--- config.mk ---
export PLATFORM = sky130hd
export DESIGN_NAME = line_follow_ctrl
export DESIGN_NICKNAME = d
export VERILOG_FILES = /design/src/rtl/line_follow_pkg.sv /design/src/rtl/line_filter.sv /design/src/rtl/line_follow_ctrl.sv
export SDC_FILE = /design/constraint.sdc
export NUM_CORES = 1
export LEC_CHECK = 0
export ABC_AREA = 1
export CAP_MARGIN = 20
export CORE_AREA = 2 2 130 132
export CTS_CLUSTER_DIAMETER = 100
export DETAILED_ROUTE_END_ITERATION = 10
export DIE_AREA = 0 0 132 134
export GPL_ROUTABILITY_DRIVEN = 0
export RECOVER_POWER = 50
export SLEW_MARGIN = 20
export SYNTH_ARGS = -nofsm -noshare
export SYNTH_HDL_FRONTEND = slang
export SYNTH_SLANG_ARGS = --single-unit
--- constraint.sdc ---
create_clock -name clock -period 5.25 [get_ports clock]
set_clock_uncertainty 0.1 [all_clocks]
set_input_delay 0.7875 -clock clock [delete_from_list [all_inputs] [get_ports clock]]
set_output_delay 0.7875 -clock clock [all_outputs]
set_load 0.01 [all_outputs]
--- src/rtl/line_follow_pkg.sv ---
// Shared constants for the line-follow controller: H-bridge codes, state
// encoding and a small popcount helper.
package line_follow_pkg;

    localparam logic [3:0] INERTIAL_STOP = 4'b0000;
    localparam logic [3:0] HARD_STOP     = 4'b1111;
    localparam logic [3:0] FORWARD       = 4'b0110;
    localparam logic [3:0] TURN_RIGHT    = 4'b0101;
    localparam logic [3:0] TURN_LEFT     = 4'b1010;

    typedef enum logic [2:0] {
        ST_IDLE      = 3'd0,
        ST_FOLLOW    = 3'd1,
        ST_SEARCH    = 3'd2,
        ST_LOST_STOP = 3'd3,
        ST_REVERSE   = 3'd4,
        ST_OBSTACLE  = 3'd5
    } ctrlState_e;

    // Callers zero-extend their half-array into the 32-bit argument.
    function automatic logic [5:0] popCount(input logic [31:0] bits);
        logic [5:0] total;
        total = '0;
        for (int i = 0; i < 32; i++) begin
            total = total + 6'(bits[i]);
        end
        return total;
    endfunction

endpackage

--- src/rtl/line_filter.sv ---
// Debounces the raw line-sensor pattern: a pattern is accepted once it has been
// sampled unchanged on DEBOUNCE_CYCLES consecutive clock edges.
module line_filter #(
    parameter int N_SENS          = 4,
    parameter int DEBOUNCE_CYCLES = 4,
    parameter int CNT_W           = 28
) (
    input  logic              clock,
    input  logic              reset,
    input  logic [N_SENS-1:0] raw,
    output logic [N_SENS-1:0] filt,
    output logic              filt_valid
);

    localparam logic [CNT_W-1:0] STABLE_MAX = CNT_W'(DEBOUNCE_CYCLES);

    logic [N_SENS-1:0] rawPrev;
    logic [CNT_W-1:0]  stableCnt;
    logic [CNT_W-1:0]  stableCntNext;

    // The sample that differs from its predecessor is the first of a new run.
    always_comb begin
        stableCntNext = stableCnt;
        if (raw != rawPrev) begin
            stableCntNext = CNT_W'(1);
        end else if (stableCnt < STABLE_MAX) begin
            stableCntNext = stableCnt + CNT_W'(1);
        end
    end

    always_ff @(posedge clock or posedge reset) begin
        if (reset) begin
            rawPrev    <= '0;
            stableCnt  <= '0;
            filt       <= '0;
            filt_valid <= 1'b0;
        end else begin
            rawPrev   <= raw;
            stableCnt <= stableCntNext;
            if (stableCntNext >= STABLE_MAX) begin
                filt       <= raw;
                filt_valid <= 1'b1;
            end
        end
    end

endmodule

--- src/rtl/line_follow_ctrl.sv ---
// Forward-motion decision block: debounced line following with lost-line
// search, obstacle hard stop with release hysteresis, and reverse pass-through.
module line_follow_ctrl #(
    parameter int N_SENS          = 4,
    parameter int DEBOUNCE_CYCLES = 4,
    parameter int LOST_TIMEOUT    = 50000000,
    parameter int CNT_W           = 28
) (
    input  logic              clock,
    input  logic              reset,
    input  logic              can_move,
    input  logic              dir_forward,
    input  logic              obstacle_n,
    input  logic [N_SENS-1:0] sens_line,
    input  logic [3:0]        present_ins,
    output logic [3:0]        hbridge_ins,
    output logic              moving_forward,
    output logic [2:0]        state_out,
    output logic              lost_latched
);

    import line_follow_pkg::*;

    localparam logic [CNT_W-1:0] LOST_LAST   = CNT_W'(LOST_TIMEOUT - 1);
    localparam logic [CNT_W-1:0] RELEASE_MAX = CNT_W'(DEBOUNCE_CYCLES);

    ctrlState_e        state;
    ctrlState_e        nextState;
    logic [N_SENS-1:0] filtLine;
    logic              filtValid;
    logic [3:0]        lastCmd;
    logic [3:0]        ruleCmd;
    logic [CNT_W-1:0]  lostCnt;
    logic [CNT_W-1:0]  lostCntNext;
    logic [CNT_W-1:0]  releaseCnt;
    logic [CNT_W-1:0]  releaseCntNext;
    logic [5:0]        leftCnt;
    logic [5:0]        rightCnt;

    line_filter #(
        .N_SENS          (N_SENS),
        .DEBOUNCE_CYCLES (DEBOUNCE_CYCLES),
        .CNT_W           (CNT_W)
    ) sensFilter (
        .clock      (clock),
        .reset      (reset),
        .raw        (sens_line),
        .filt       (filtLine),
        .filt_valid (filtValid)
    );

    // Steering: compare sensor counts on the left and right halves.
    always_comb begin
        leftCnt  = popCount(32'(filtLine[N_SENS-1:N_SENS/2]));
        rightCnt = popCount(32'(filtLine[N_SENS/2-1:0]));
        ruleCmd  = lastCmd;
        if (filtLine == '0 || filtLine == '1) begin
            ruleCmd = lastCmd;
        end else if (rightCnt > leftCnt) begin
            ruleCmd = TURN_RIGHT;
        end else if (leftCnt > rightCnt) begin
            ruleCmd = TURN_LEFT;
        end else begin
            ruleCmd = FORWARD;
        end
    end

    always_comb begin
        nextState      = state;
        lostCntNext    = lostCnt;
        releaseCntNext = releaseCnt;
        if (!obstacle_n) begin
            nextState      = ST_OBSTACLE;
            releaseCntNext = '0;
            lostCntNext    = '0;
        end else if (state == ST_OBSTACLE) begin
            // Release re-enters the normal rules as though starting from IDLE.
            if (releaseCnt + CNT_W'(1) >= RELEASE_MAX) begin
                releaseCntNext = '0;
                if (!can_move) begin
                    nextState = ST_IDLE;
                end else begin
                    nextState = dir_forward ? ST_FOLLOW : ST_REVERSE;
                end
            end else begin
                releaseCntNext = releaseCnt + CNT_W'(1);
            end
        end else if (!can_move) begin
            nextState   = ST_IDLE;
            lostCntNext = '0;
        end else begin
            case (state)
                ST_IDLE: nextState = dir_forward ? ST_FOLLOW : ST_REVERSE;
                ST_FOLLOW: begin
                    // No lost-line decision before the first accepted pattern.
                    if (filtValid && filtLine == '0) begin
                        nextState   = ST_SEARCH;
                        lostCntNext = '0;
                    end else if (!dir_forward) begin
                        nextState = ST_REVERSE;
                    end
                end
                ST_SEARCH: begin
                    if (filtLine != '0) begin
                        nextState   = ST_FOLLOW;
                        lostCntNext = '0;
                    end else if (lostCnt == LOST_LAST) begin
                        nextState   = ST_LOST_STOP;
                        lostCntNext = '0;
                    end else begin
                        lostCntNext = lostCnt + CNT_W'(1);
                    end
                end
                ST_LOST_STOP: nextState = ST_LOST_STOP;
                ST_REVERSE: begin
                    if (dir_forward) begin
                        nextState = ST_FOLLOW;
                    end
                end
                default: nextState = ST_IDLE;
            endcase
        end
    end

    // Outputs are registered for the state being entered.
    always_ff @(posedge clock or posedge reset) begin
        if (reset) begin
            state          <= ST_IDLE;
            hbridge_ins    <= INERTIAL_STOP;
            moving_forward <= 1'b0;
            lost_latched   <= 1'b0;
            lastCmd        <= INERTIAL_STOP;
            lostCnt        <= '0;
            releaseCnt     <= '0;
        end else begin
            state          <= nextState;
            lostCnt        <= lostCntNext;
            releaseCnt     <= releaseCntNext;
            moving_forward <= (nextState == ST_FOLLOW) || (nextState == ST_SEARCH);
            lost_latched   <= (nextState == ST_LOST_STOP);
            case (nextState)
                ST_FOLLOW: begin
                    hbridge_ins <= ruleCmd;
                    lastCmd     <= ruleCmd;
                end
                ST_SEARCH:   hbridge_ins <= lastCmd;
                ST_REVERSE:  hbridge_ins <= present_ins;
                ST_OBSTACLE: hbridge_ins <= HARD_STOP;
                default:     hbridge_ins <= INERTIAL_STOP;
            endcase
        end
    end

    assign state_out = state;

endmodule

==> results.sh <==
export IMPL_outcome="finished, violations left"
export IMPL_violations="capacitance limit, slew limit"
export IMPL_startpoint_type="primary input"
export IMPL_pwr_share_seq_pct=44.0
export IMPL_detail_route_wl_per_cell_um=11.4
export IMPL_final_area_mm2=0.00640
export IMPL_fin_nets=806
export IMPL_synth_edf_count=0
export IMPL_synthArstFlopShare_pct=100
export IMPL_leakage_nw=2.89
export IMPL_synth_area_mm2=0.00564
export IMPL_drc_errors=0
export IMPL_synth_fp_nets=779
export IMPL_worst_ep_required_time_ps=5490
export IMPL_port_buffers=21
export IMPL_power_frac_comb_pct=23.0
export IMPL_synth_avg_cell_area_um2=7.46
export IMPL_drive_above_1_share_pct=6.10
export IMPL_path_clk_slew_ps=80
export IMPL_clockBufferDepth=2
export IMPL_die_area_mm2=0.0177
export IMPL_synth_seq_cells=106
export IMPL_setup_viol=0
export IMPL_post_cts_buffers=0
export IMPL_synth_top_cell_area_share_pct=47.1
export IMPL_cp_max_fo=49
export IMPL_track_usage_pct=13.8
export IMPL_slowest_stage="clkinvlp_2"
export IMPL_antennaDiodeCount=0
export IMPL_hold_violations=0
export IMPL_relSlewSlack_pct=-41.3
export IMPL_htree_levels=3
export IMPL_dp_hpwl_um=8580
export IMPL_die_y_um=134
export IMPL_postCtsResizedCells=0
export IMPL_cellPowerDensity_mw_per_mm2=318
export IMPL_yosys_warnings=0
export IMPL_crit_path_end_kind="asynchronous set/reset pin"
export IMPL_insertion_delay_ps=350
export IMPL_grt_ovfl_total=0
export IMPL_grt_max_degree=50
export IMPL_crit_chain="dlygate4sd3_1 > clkinvlp_2 > clkbuf_2"
export IMPL_fillers=1669
export IMPL_cts_hold_buf=0
export IMPL_path_class="primary input to asynchronous set/reset pin"
export IMPL_synth_top_area_cell="dfrtp_1"
export IMPL_cts_root_buf="clkbuf_16"
export IMPL_final_common_cell="nand2_1"
export IMPL_core_area_mm2=0.0163
export IMPL_p_sw_mw=0.664
export IMPL_synth_cell_types=37
export IMPL_min_path_type="flop to flop"
export IMPL_routed_wirelength_um=11500
export IMPL_die_x_um=132
export IMPL_viasPerCell=4.58
export IMPL_tightest_slew_ps=2110
export IMPL_vias=4612
export IMPL_ios=22
export IMPL_ir_worst_vdd_uv=226
export IMPL_cts_tree="yes"
export IMPL_setup_tns_ps=0
export IMPL_netSwitchingFraction_pct=32.6
export IMPL_fmax_ghz=0.307
export IMPL_yosysSeqAreaShare_pct=47.1
export IMPL_dr_first_iter_drc_count=212
export IMPL_critPathMaxStageDelay_ps=1210
export IMPL_synthCells=755
export IMPL_grt_antenna_before_repair=0
export IMPL_fin_crit_sh_pct=62.1
export IMPL_drtAntennaViolNets=0
export IMPL_placed_area_mm2=0.00611
export IMPL_cts_buffers_inserted=9
export IMPL_synth_flop_cell="dfrtp_1"
export IMPL_intPower_mw=1.37
export IMPL_layout_min_cycle_time_ps=3260
export IMPL_yosys_top_cells_area="dfrtp_1 (47%), nand2_1 (12%), nor2_1 (9.9%), inv_1 (7.9%), nand3_1 (3.6%)"
export IMPL_mostFrequentLayoutCells="nand2_1 (178), nor2_1 (148), inv_1 (117)"
export IMPL_rows=47
export IMPL_drv_cap=1
export IMPL_slew_violations=50
export IMPL_dr_pass1_iters=5
export IMPL_worstPathArrival_ps=3510
export IMPL_grt_setup_unrepaired="no"
export IMPL_grt_pass1_vias=4352
export IMPL_grt_first_pass_wirelength_um=20100
export IMPL_cts_sinks=106
export IMPL_power_frac_clock_pct=33.0
export IMPL_start_util_pct=34.6
export IMPL_syn_to_final_growth_pct=13.5
[stage by stage]
step	hold WS [ps]	power, mW	setup slack (ps)	std cells	utilization (%)
4_1_cts	380	2.08	2100	1007	39.3
3_3_place_gp	354	1.39	1760	991	37.5
3_5_place_dp	361	1.39	1710	991	37.5
2_1_floorplan	342	1.25	1570	755	-
5_1_grt	403	2.17	1390	1007	39.3
6_report	379	2.04	1990	1007	39.3
[registers in the layout (all words and copies together), names as in the netlist]
register	flops
sensFilter.stableCnt	28
hbridge_ins	4
moving_forward	1
lastCmd	4
lost_latched	1
releaseCnt	28
sensFilter.rawPrev	4
sensFilter.filt_valid	1
lostCnt	28
sensFilter.filt	4
state_out	3
[routing by layer]
layer	wire length (µm)	vias up	GRT usage, %
li1	-	2435	-
met1	5640	2104	18.4
met2	5280	62	22.4
met3	379	11	3.44
met4	163	0	4.29
met5	0	-	0
[power groups by stage]
stage               logic [mW]  clock network [mW]  registers (mW)
finish                   0.469               0.671           0.895
floorplan                0.341                   0           0.914
detailed placement       0.480                   0           0.912
CTS                      0.482               0.697           0.895
global placement         0.480                   0           0.910
global route             0.540               0.731           0.901
[worst max-delay path, delay by kind of cell]
kind / cells / cell delay (ps)
buffers and inverters: 3 / 2680
[cell type report]
cell class | count | area (µm²) | share of cell area (%)
Multi-Input combinational cell | 520 | 2490 | 39.0
Clock buffer | 10 | 239 | 3.73
Clock inverter | 6 | 56.3 | 0.880
Timing Repair Buffer | 24 | 226 | 3.54
Inverter | 121 | 455 | 7.12
Sequential cell | 106 | 2650 | 41.5
Tap cell | 220 | 275 | 4.30
[logic make-up after synthesis]
family,share of synthesized area [%]
adder cells (fa/ha/maj),2.44
AO/OA/AOI/OAI,7.04
buffers and inverters,8.68
AND/OR/NAND/NOR,33.5
flip-flops,47.1
XOR/XNOR,1.24
[worst paths after layout]
path	startpoint	cells past startpoint	slack, ps	to
max	reset	3	1990	releaseCnt[19]$_DFFE_PP0P_
min	lastCmd[1]$_DFFE_PP0N_	2	380	lastCmd[1]$_DFFE_PP0N_
max reg2reg	sensFilter.filt[1]$_DFFE_PP0P_	15	2550	lostCnt[26]$_DFFE_PP0P_
min reg2reg	lastCmd[1]$_DFFE_PP0N_	2	380	lastCmd[1]$_DFFE_PP0N_
max in group clock	sens_line[1]	9	2100	sensFilter.filt[3]$_DFFE_PP0P_
min in group asynchronous	reset	2	1340	sensFilter.rawPrev[1]$_DFF_PP0_
[cell usage after synthesis (7+ instances only)]
cell and n:
ha_1 11, xor2_1 7, inv_1 118, nor3_1 13
a21oi_1 27, nor4_1 8, nand4_1 14, nand3_1 41
nand2_2 7, dfrtp_1 106, nor2_1 148, nand2_1 178
o21ai_0 21
Note: power is estimated with default switching activity, not from simulation.
